[src/rtl/instr_loader.sv]
// instr_loader: packs decoded MIPS fields into 32-bit words and writes them sequentially to imem
module instr_loader #(
    parameter int n = 32,
    parameter int AW = 32,
    parameter int DEPTH = 64,
    parameter logic [AW-1:0] BASE_ADDR = '0
) (
    input  logic          clk,
    input  logic          reset,
    input  logic          start,
    input  logic          in_valid,
    output logic          in_ready,
    input  logic          in_last,
    input  logic [5:0]    op,
    input  logic [5:0]    funct,
    input  logic [4:0]    rs,
    input  logic [4:0]    rt,
    input  logic [4:0]    rd,
    input  logic [4:0]    shamt,
    input  logic [15:0]   imm,
    input  logic [25:0]   target,
    output logic          we,
    output logic [AW-1:0] waddr,
    output logic [n-1:0]  wdata,
    output logic [6:0]    count,
    output logic          busy,
    output logic          done,
    output logic          full,
    output logic          err
);
    typedef enum logic [1:0] {IDLE, LOAD, DONE} state_t;
    localparam logic [6:0] DEPTH7 = 7'(DEPTH);
    state_t state_q, state_d;
    logic we_q, we_d, full_q, full_d, err_q, err_d;
    logic [AW-1:0] waddr_q, waddr_d;
    logic [n-1:0] wdata_q, wdata_d;
    logic [6:0] count_q, count_d;
    logic [31:0] enc;
    logic ok, accept;
    assign in_ready = (state_q == LOAD) && (count_q < DEPTH7);
    assign accept = in_valid && in_ready;
    assign we = we_q;
    assign waddr = waddr_q;
    assign wdata = wdata_q;
    assign count = count_q;
    assign busy = state_q == LOAD;
    assign done = state_q == DONE;
    assign full = full_q;
    assign err = err_q;
    // Format follows from the opcode: R-type, J-type, otherwise I-type
    always_comb begin
        enc = (op == 6'h00) ? {6'h00, rs, rt, rd, shamt, funct} :
              (op == 6'h02 || op == 6'h03) ? {op, target} : {op, rs, rt, imm};
        ok = op inside {6'h00, 6'h23, 6'h2B, 6'h04, 6'h08, 6'h02, 6'h03};
    end
    // Next state: session control, write pulse, post-write address advance
    always_comb begin
        state_d = state_q;
        we_d = 1'b0;
        wdata_d = wdata_q;
        waddr_d = we_q ? waddr_q + AW'(4) : waddr_q;
        count_d = count_q;
        full_d = full_q;
        err_d = err_q;
        if (state_q != LOAD && start) begin
            state_d = LOAD;
            waddr_d = BASE_ADDR;
            count_d = '0;
            full_d = 1'b0;
            err_d = 1'b0;
        end else if (accept) begin
            if (ok) begin
                we_d = 1'b1;
                wdata_d = n'(enc);
                count_d = count_q + 7'd1;
            end else begin
                err_d = 1'b1;
            end
            if (ok && count_q + 7'd1 == DEPTH7) begin
                full_d = 1'b1;
                state_d = DONE;
            end else if (in_last) begin
                state_d = DONE;
            end
        end
    end
    // State register with synchronous reset
    always_ff @(posedge clk) begin
        if (reset) begin
            state_q <= IDLE;
            we_q <= 1'b0;
            wdata_q <= '0;
            waddr_q <= BASE_ADDR;
            count_q <= '0;
            full_q <= 1'b0;
            err_q <= 1'b0;
        end else begin
            state_q <= state_d;
            we_q <= we_d;
            wdata_q <= wdata_d;
            waddr_q <= waddr_d;
            count_q <= count_d;
            full_q <= full_d;
            err_q <= err_d;
        end
    end
endmodule

[config.mk]
export PLATFORM = sky130hd
export DESIGN_NAME = instr_loader
export DESIGN_NICKNAME = d
export VERILOG_FILES = /design/src/rtl/instr_loader.sv
export SDC_FILE = /design/constraint.sdc
export NUM_CORES = 1
export LEC_CHECK = 0
export BUFFER_PORTS_ARGS = -buffer_cell sky130_fd_sc_hd__buf_2
export CAP_MARGIN = 10
export CORE_MARGIN = 1.5
export CORE_UTILIZATION = 33
export CTS_BUF_LIST = sky130_fd_sc_hd__clkbuf_4
export CTS_CLUSTER_DIAMETER = 80
export DETAILED_ROUTE_END_ITERATION = 6
export SYNTH_ARGS = -nofsm -noshare
export SYNTH_HDL_FRONTEND = slang
export SYNTH_SLANG_ARGS = --single-unit
export TNS_END_PERCENT = 100
[constraint.sdc]
create_clock -name clk -period 5.3 [get_ports clk]
set_input_delay 0.795 -clock clk [delete_from_list [all_inputs] [get_ports clk]]
set_output_delay 0.795 -clock clk [all_outputs]
set_load 0.01 [all_outputs]
==> results of run 1 <==
## worst min-delay path: cells and delay by family (launching register included)
kind            cells  cell delay (ns)
compound gates      1             0.05
flops               1             0.32
simple gates        1             0.05
## layout make-up
type                            count  area share
Antenna cell                        1   0.0005398
Clock buffer                       11     0.01781
Clock inverter                      5    0.009717
Inverter                            7    0.005668
Multi-Input combinational cell    309      0.4372
Sequential cell                    74      0.3196
Tap cell                          140     0.03779
Timing Repair Buffer              157      0.1717
## flip-flops by register name, indices dropped and copies added, names as in the netlist
signal and flops:
count 7, we 1, wdata 32, state_q 2, waddr 30, full 1
err 1
## synth_stat cells (all sizes together) (2+ instances only)
cell and n:
xnor2 19, xor2 7, a211oi 11, nand2 39
a21o 2, o21ai 10, dfxtp 74, nor4 10
nand2b 19, nor3b 3, and4 4, and2 3
or3 9, nor3 8, o211ai 16, mux2i 11
nand3 9, buf 15, mux2 16, nor2 42
ha 3, inv 7, a21oi 35, clkbuf 13
nand4 11, or4 2, and3 4
## layer usage
layer | routed length, um | vias up | track usage | share of wire
met5 | 0 | - | 0 | 0
met4 | 162 | 0 | 0.06861 | 0.017
met3 | 740 | 11 | 0.06028 | 0.078
met2 | 4321 | 110 | 0.2745 | 0.46
met1 | 4243 | 1591 | 0.1931 | 0.45
li1 | - | 1759 | - | -
## through the flow
step           setup slack (ns)  hold slack [ns]
5_1_grt                   2.376           0.4794
4_1_cts                   2.559           0.4629
2_1_floorplan             3.056           0.4643
3_3_place_gp              2.152           0.4372
6_report                  2.515           0.4573
3_5_place_dp              2.088           0.4441
## where the power goes
group / total (mW) / switching (mW) / internal (mW)
combinational: 0.0908 / 0.0472 / 0.0435
sequential: 0.564 / 0.00332 / 0.561
clock: 0.341 / 0.192 / 0.149
## how the worst max path moves through the flow
| stage | start | endpoint | slack, ns |
|---|---|---|---|
| 6_report | op[0] | wdata[15]$_SDFFE_PP0P_ | 2.52 |
| 5_1_grt | op[0] | wdata[5]$_SDFFE_PP0P_ | 2.38 |
| 4_1_cts | op[0] | wdata[1]$_SDFFE_PP0P_ | 2.56 |
| 3_5_place_dp | op[0] | wdata[3]$_SDFFE_PP0P_ | 2.09 |
| 3_3_place_gp | op[0] | wdata[3]$_SDFFE_PP0P_ | 2.15 |
| 2_1_floorplan | op[0] | wdata[0]$_SDFFE_PP0P_ | 3.06 |
## logic make-up after synthesis
logic type	count (synthesis)
simple gates	169
compound gates	82
flops	74
buf+inv	35
mux	27
xor+xnor	26
fa+ha+maj	3
other cells	1
==> flow_summary.ini, run 1 <==
[outcome]
outcome = finished clean

[routing]
via_count = 3471
wirelength_um = 9468
wl_per_cell_um = 13.45
via_per_inst = 4.930
antenna_left = 0
drc_errors = 0
drt_iter0_markers = 169
first_pass_iters = 4

[critical_path]
reg2reg_to = wdata[15]$_SDFFE_PP0P_
cp_max_fo = 27
crit_arrival_ns = 3.13
cpPeakStageDelay_ns = 0.73
crit_path_end_kind = register
critPathBufInv = 2
critPathTopFamily = compound AO/OA/AOI/OAI gates
r2r_cells = 6
cp.depth = 7
critPathLaunchType = input pin
r2r-start = count[6]$_SDFFE_PP0P_
path_class = in -> reg
crit_slowest_cell = a21o_1
reg2reg_slack_ns = 2.76
cp_cell_sequence = buf_2, or4_4, nor3_4, a21o_1, buf_4, o211ai_1, a21oi_1
worst_ep_required_time_ns = 5.64

[placement]
dp_cells = 687
io_buffers = 153
gp_congestion = 0.7861
dp_hpwl_um = 6851
dpl_cell_area_um2 = 4506

[timing]
slew_headroom = 0.2889
worst_pin_slew_ns = 1.063
worst_clock_skew_ns = 0.01538
fmax_mhz = 359.1
tns_ns = 0
fin_crit_ns = 2.785
finalHoldViolations = 0
setup_violations = 0
rsz0062_at_grt = no
slew_violations = 0
fin_crit_sh = 0.5254

[die]
initial_utilization = 0.3389
ios = 156
placement_rows = 38
die_x_um = 108.5
fp.coreArea_um2 = 10840
fp.dieArea_um2 = 11770
die-height_um = 108.5

[hold_path]
hp-start = wdata[10]$_SDFFE_PP0P_
hold_path.class = reg -> reg
holdPathEnd = wdata[10]$_SDFFE_PP0P_
hold_depth = 2

[global_route]
grt_use_total = 0.1659
antenna_found_initial = 1
grt_pass1_vias = 3298
grt_pass1_wl_um = 15360
grt_overflow_total = 0
grt_max_degree = 39

[synthesis]
synth_top_family_by_area = simple AND/OR/NAND/NOR gates
synthXorXnorAreaFrac = 0.06199
ys_seq_elements = 74
synth-simple-area-share = 0.2500
synth_edf_count = 0
synth_top_area_share = 0.4033
ys_types = 55
synthAdderAreaFrac = 0.01022
synth_top_cell_by_area = dfxtp_1
syn_avg_cell_area_um2 = 8.809
mappedNetlistArea_um2 = 3674
ys.flop_type = dfxtp_1
synth_cells = 417
ys_async_sr_fraction = 0
ys_top_cells_by_area = dfxtp_1 (40%), mux2_2 (4.9%), a21oi_1 (4.6%)
synth_mux_area_frac = 0.07902
synth_compound_area_frac = 0.1468
synth.yosys.warnings = 0
ys_seq_area_frac = 0.4033

[flow_run]
drv_cap = 0

[clock_network]
cts.sinks = 74
cts_max_level = 3
cts_buffer_depth = 2
clk_pin_slew_worst_paths_ns = 0.11
cts_tree = done
cts_resized = 0
root_buffer = clkbuf_4
cts_buffers = 9
postCtsSetupBuffers = 0
clk_latency_ns = 0.43
ctsHoldBuffers = 0

[final_layout]
syn_to_final_growth_pct = 26.19
final_area_um2 = 4636
fillers = 1098
layout_common_cells = buf_2 (153), dfxtp_1 (74), nor2_1 (42)
regArea_um2 = 1481
fin_nets = 640
multi_input_area_um2 = 2027
drive_above_1_share = 0.3588
finalNonFillerCells = 704
final_util = 0.4276
layout_commonest_cell = buf_2

[pwr]
peakVddDrop_v = 0.00009245
leakagePower_nw = 1.963
power_density_nw_per_um2 = 214.9
total_power_mw = 0.9961
Note: power is estimated with default switching activity, not from simulation.
==> run 2: changes to the inputs <==
- ABC_AREA: not set -> 1
- clock period: 5.3 -> 2.25 ns (I/O delays scaled with it)
==> run 2 against run 1 <==
Compared with the run above: core utilization about the same; synthesized cell count is 40% higher; sequential share of layout area shrank 1.6 points; power grew to 2.5 times the previous value; critical path type is now reg -> reg; largest cell class unchanged; largest power group unchanged.
==> flow_summary.ini, run 2 <==
[global_route]
grt_pass1_wl_um = 17220
grt_pass1_vias = 3759
grt_use_total = 0.1689
grt_overflow_total = 0
antenna_found_initial = 0
grt_max_degree = 53

[synthesis]
synth_top_cell_by_area = dfxtp_1
synth.yosys.warnings = 0
synth_cells = 584
synth_compound_area_frac = 0.1588
yosysMostFrequentCell = nor2_1
synth_edf_count = 0
ys_top_cells_by_area = dfxtp_1 (38%), nor2_1 (11%), nand2_1 (10%)
synthAdderAreaFrac = 0.009740
synth-simple-area-share = 0.3208
ys_seq_area_frac = 0.3844
syn_avg_cell_area_um2 = 6.599
synthXorXnorAreaFrac = 0.01136
ys_types = 34
ys_async_sr_fraction = 0
synth_top_area_share = 0.3844
ys_seq_elements = 74
synth_top_family_by_area = simple AND/OR/NAND/NOR gates
mappedNetlistArea_um2 = 3854
synth_commonest_cells = nor2_1 (110), nand2_1 (107), dfxtp_1 (74)
ys.flop_type = dfxtp_1
synth_mux_area_frac = 0

[routing]
drt_iter0_markers = 163
via_per_inst = 4.614
wl_per_cell_um = 11.81
first_pass_iters = 5
wirelength_um = 10390
drc_errors = 0
antenna_left = 0
via_count = 4060

[placement]
gp_congestion = 0.8385
io_buffers = 153
dp_hpwl_um = 8006
dpl_cell_area_um2 = 4718
place_ws_ns = 0.5841

[clock_network]
cts_tree = done
clk_pin_slew_worst_paths_ns = 0.14
clk_latency_ns = 0.43
cts.sinks = 74
postCtsSetupBuffers = 0
root_buffer = clkbuf_4
cts_resized = 0
cts_max_level = 3
ctsHoldBuffers = 0
cts_buffers = 9
cts_buffer_depth = 2

[timing]
tns_ns = 0
fin_ws_ns = 0.6092
finalHoldViolations = 0
fmax_mhz = 609.4
setup_violations = 0
slew_violations = 0
fin_crit_sh = 0.7293
hold_slack_ns = 0.08512
rsz0062_at_grt = no
fin_crit_ns = 1.641
worst_clock_skew_ns = 0.02694

[final_layout]
multi_input_area_um2 = 1937
layout_commonest_cell = buf_2
final_util = 0.4274
fin_nets = 814
regArea_um2 = 1481
drive_above_1_share = 0.2822
syn_to_final_growth_pct = 26.62
diodes = 0
layout_common_cells = buf_2 (153), nor2_1 (110), nand2_1 (107)
largest_reg_flops = 32
final_area_um2 = 4880
fillers = 1217

[critical_path]
critPathLaunchType = register
crit_path_end_kind = register
path_class = reg -> reg
worst_ep_required_time_ns = 2.57
crit_arrival_ns = 1.96
cp_max_fo = 21

[pwr]
power_density_nw_per_um2 = 513.2
leakagePower_nw = 2.429
peakVddDrop_v = 0.0002704

[die]
placement_rows = 39
die_x_um = 111.1
fp.coreArea_um2 = 11420
ios = 156
die-height_um = 111.1
fp.dieArea_um2 = 12340
initial_utilization = 0.3375

[outcome]
outcome = finished clean

[flow_run]
drv_cap = 0

[hold_path]
hold_path.class = in -> reg
run 2: worst paths after layout:
path / slack, ns / end / start / cells after the start
setup / recovery: 0.61 / wdata[15]$_SDFFE_PP0P_ / state_q[1]$_SDFFE_PP0P_ / 10
hold / removal: 0.09 / wdata[30]$_SDFFE_PP0P_ / reset / 2
setup reg to reg: 0.61 / wdata[15]$_SDFFE_PP0P_ / state_q[1]$_SDFFE_PP0P_ / 10
hold reg to reg: 0.45 / wdata[30]$_SDFFE_PP0P_ / wdata[30]$_SDFFE_PP0P_ / 2
run 2: cells by family after synthesis:
family,count (synthesis)
AND/OR/NAND/NOR,279
flip-flops,74
buffers and inverters,104
XOR/XNOR,5
adder cells (fa/ha/maj),3
other,1
AO/OA/AOI/OAI,118
run 2: per-layer routing:
layer	global-route usage	vias to the layer above	share of wire
met5	0	-	0
met4	0.03038	0	0.0086
met3	0.06342	8	0.086
met2	0.2984	144	0.47
met1	0.1972	1764	0.44
li1	-	2144	-
run 2: worst max-delay path: stages (launching register included):
cell and delay [ns]:
dfxtp_1 0.35, inv_2 0.04, nand2_1 0.10, nor2_2 0.05, nand2_1 0.14, inv_2 0.06
nand2_4 0.07, clkinv_2 0.24, buf_4 0.28, o21ai_1 0.13, nor2_1 0.06
run 2: per-stage QoR:
step,total power [mW],instances
floorplan,1.486,585
global placement,1.591,864
detailed placement,1.596,864
CTS,2.542,880
global route,2.626,880
finish,2.504,880
run 2: where the power goes:
group	internal, mW	switching [mW]	total [mW]
logic	0.105	0.127	0.233
registers	1.32	0.00829	1.33
clock network	0.449	0.492	0.941
run 2: cell type report:
cell class                      count  share of cell area
Timing Repair Buffer              160              0.1677
Clock buffer                        9             0.01385
Tap cell                          143             0.03667
Clock inverter                      7             0.01923
Multi-Input combinational cell    407              0.3969
Inverter                           80             0.06205
Sequential cell                    74              0.3036
==> run 3: changes to the inputs <==
- clock period: 2.25 -> 1.34 ns (I/O delays scaled with it)
==> run 3 against run 2 <==
Compared with the run above: the flow now finishes with violations (setup timing); critical path depth up 1; register-to-register slack worse by 0.69 ns; sequential power rose by 67%.
==> flow_summary.ini, run 3 (synthesis gave the netlist of run 2 again) <==
[routing]
antenna_left = 0
drc_errors = 0
first_pass_iters = 4
via_count = 4595
via_per_inst = 4.752
drt_iter0_markers = 175
wirelength_um = 12490
wl_per_cell_um = 12.91

[placement]
dp_cells = 927
io_buffers = 153
dpl_cell_area_um2 = 5306
dp_hpwl_um = 8654
place_ws_ns = -0.08516
gp_congestion = 0.8145

[flow_run]
drv_cap = 0

[pwr]
leakagePower_nw = 3.125
power_density_nw_per_um2 = 695.7
peakVddDrop_v = 0.0004993
total_power_mw = 4.377

[critical_path]
critPathLaunchType = register
cp_max_fo = 4
worst_ep_required_time_ns = 1.71
crit_arrival_ns = 1.78
crit_path_end_kind = register
path_class = reg -> reg

[die]
fp.coreArea_um2 = 11420
placement_rows = 39
die_x_um = 111.1
initial_utilization = 0.3375
ios = 156
die-height_um = 111.1
fp.dieArea_um2 = 12340

[outcome]
violations = setup timing
outcome = complete, but fails checks

[final_layout]
fin_nets = 901
syn_to_final_growth_pct = 63.25
largest_reg_flops = 32
final_util = 0.5510
layout_commonest_cell = buf_2
fillers = 1073
drive_above_1_share = 0.4988
diodes = 0
layout_common_cells = buf_2 (148), nor2_1 (98), nand2_1 (85)
finalNonFillerCells = 967
final_area_um2 = 6291

[timing]
fmax_mhz = 705.3
fin_crit_ns = 1.418
finalHoldViolations = 0
fin_crit_sh = 1.058
rsz0062_at_grt = yes
slew_violations = 0
fin_ws_ns = -0.07780
hold_slack_ns = 0.03694
worst_clock_skew_ns = 0.01691
setup_violations = 17
tns_ns = -0.5337

[clock_network]
cts_max_level = 3
clk_pin_slew_worst_paths_ns = 0.13
cts_buffers = 9
cts_tree = done
cts_buffer_depth = 2
cts.sinks = 74
clk_latency_ns = 0.43
root_buffer = clkbuf_4

[global_route]
grt_pass1_vias = 4307
grt_use_total = 0.1905
grt_max_degree = 53
grt_pass1_wl_um = 19270
grt_overflow_total = 0
antenna_found_initial = 0

[hold_path]
hold_path.class = in -> reg
[run 3: changes by cell type in the layout (fill, tap and decap cells not counted), moves of 12 or more]
cell / previous run / this run
buf_4: 7 / 66
o21ai_2: 0 / 30
nand2_1: 107 / 85
nor2_1: 110 / 98
dfxtp_2: 0 / 17
o21ai_1: 67 / 41
dfxtp_1: 74 / 49
nand2_2: 3 / 20
buf_6: 0 / 20
[run 3: power breakdown]
part / internal, mW / switching, mW
Clock: 0.784 / 0.848
Sequential: 2.21 / 0.0173
Combinational: 0.256 / 0.266
[run 3: critical path, stage by stage (launching register included)]
cell and delay, ns:
dfxtp_4 0.39, ha_4 0.14, nand2_4 0.06, nor2_4 0.12, nand2_2 0.08, clkinv_2 0.07, nand2_4 0.05, nor2_4 0.15
nand3b_1 0.11, nand2_1 0.07, nand2_1 0.04, nor2_1 0.08
[run 3: final cells by class]
cell class	instances	area [um2]	area share
multi-input cells	407	2359	0.3749
repair buffers	247	1734	0.2757
flip-flops and latches	74	1533	0.2436
inverters	80	321.6	0.05111
well taps	143	178.9	0.02844
clock inverters	6	90.09	0.01432
clock buffers	10	75.07	0.01193
[run 3: per-layer routing]
metal / track usage / vias to the layer above / wire length (um) / share of wire
met1: 0.2247 / 2058 / 5197 / 0.42
li1: - / 2334 / - / -
met5: 0 / - / 0 / 0
met3: 0.04483 / 27 / 838 / 0.067
met2: 0.3288 / 176 / 6128 / 0.49
met4: 0.08523 / 0 / 322 / 0.026
[run 3: timing repair]
action | 4_1_cts | 5_1_grt
pin swaps | 20 | 51
hold buffers | 1 | 0
hold endpoints to repair | 2 | 0
cloned | 1 | 5
buffers inserted | 11 | 9
setup endpoints to repair | 49 | 75
resized for setup | 53 | 112
[run 3: path summary, 6_finish.rpt]
kind	start	end	slack, ns	cells after the start
min	op[0]	wdata[26]$_SDFFE_PP0P_	0.04	3
max	waddr[2]$_SDFFE_PP0P_	waddr[24]$_SDFFE_PP0P_	-0.08	11
max reg2reg	waddr[2]$_SDFFE_PP0P_	waddr[24]$_SDFFE_PP0P_	-0.08	11
min reg2reg	wdata[30]$_SDFFE_PP0P_	wdata[30]$_SDFFE_PP0P_	0.45	2
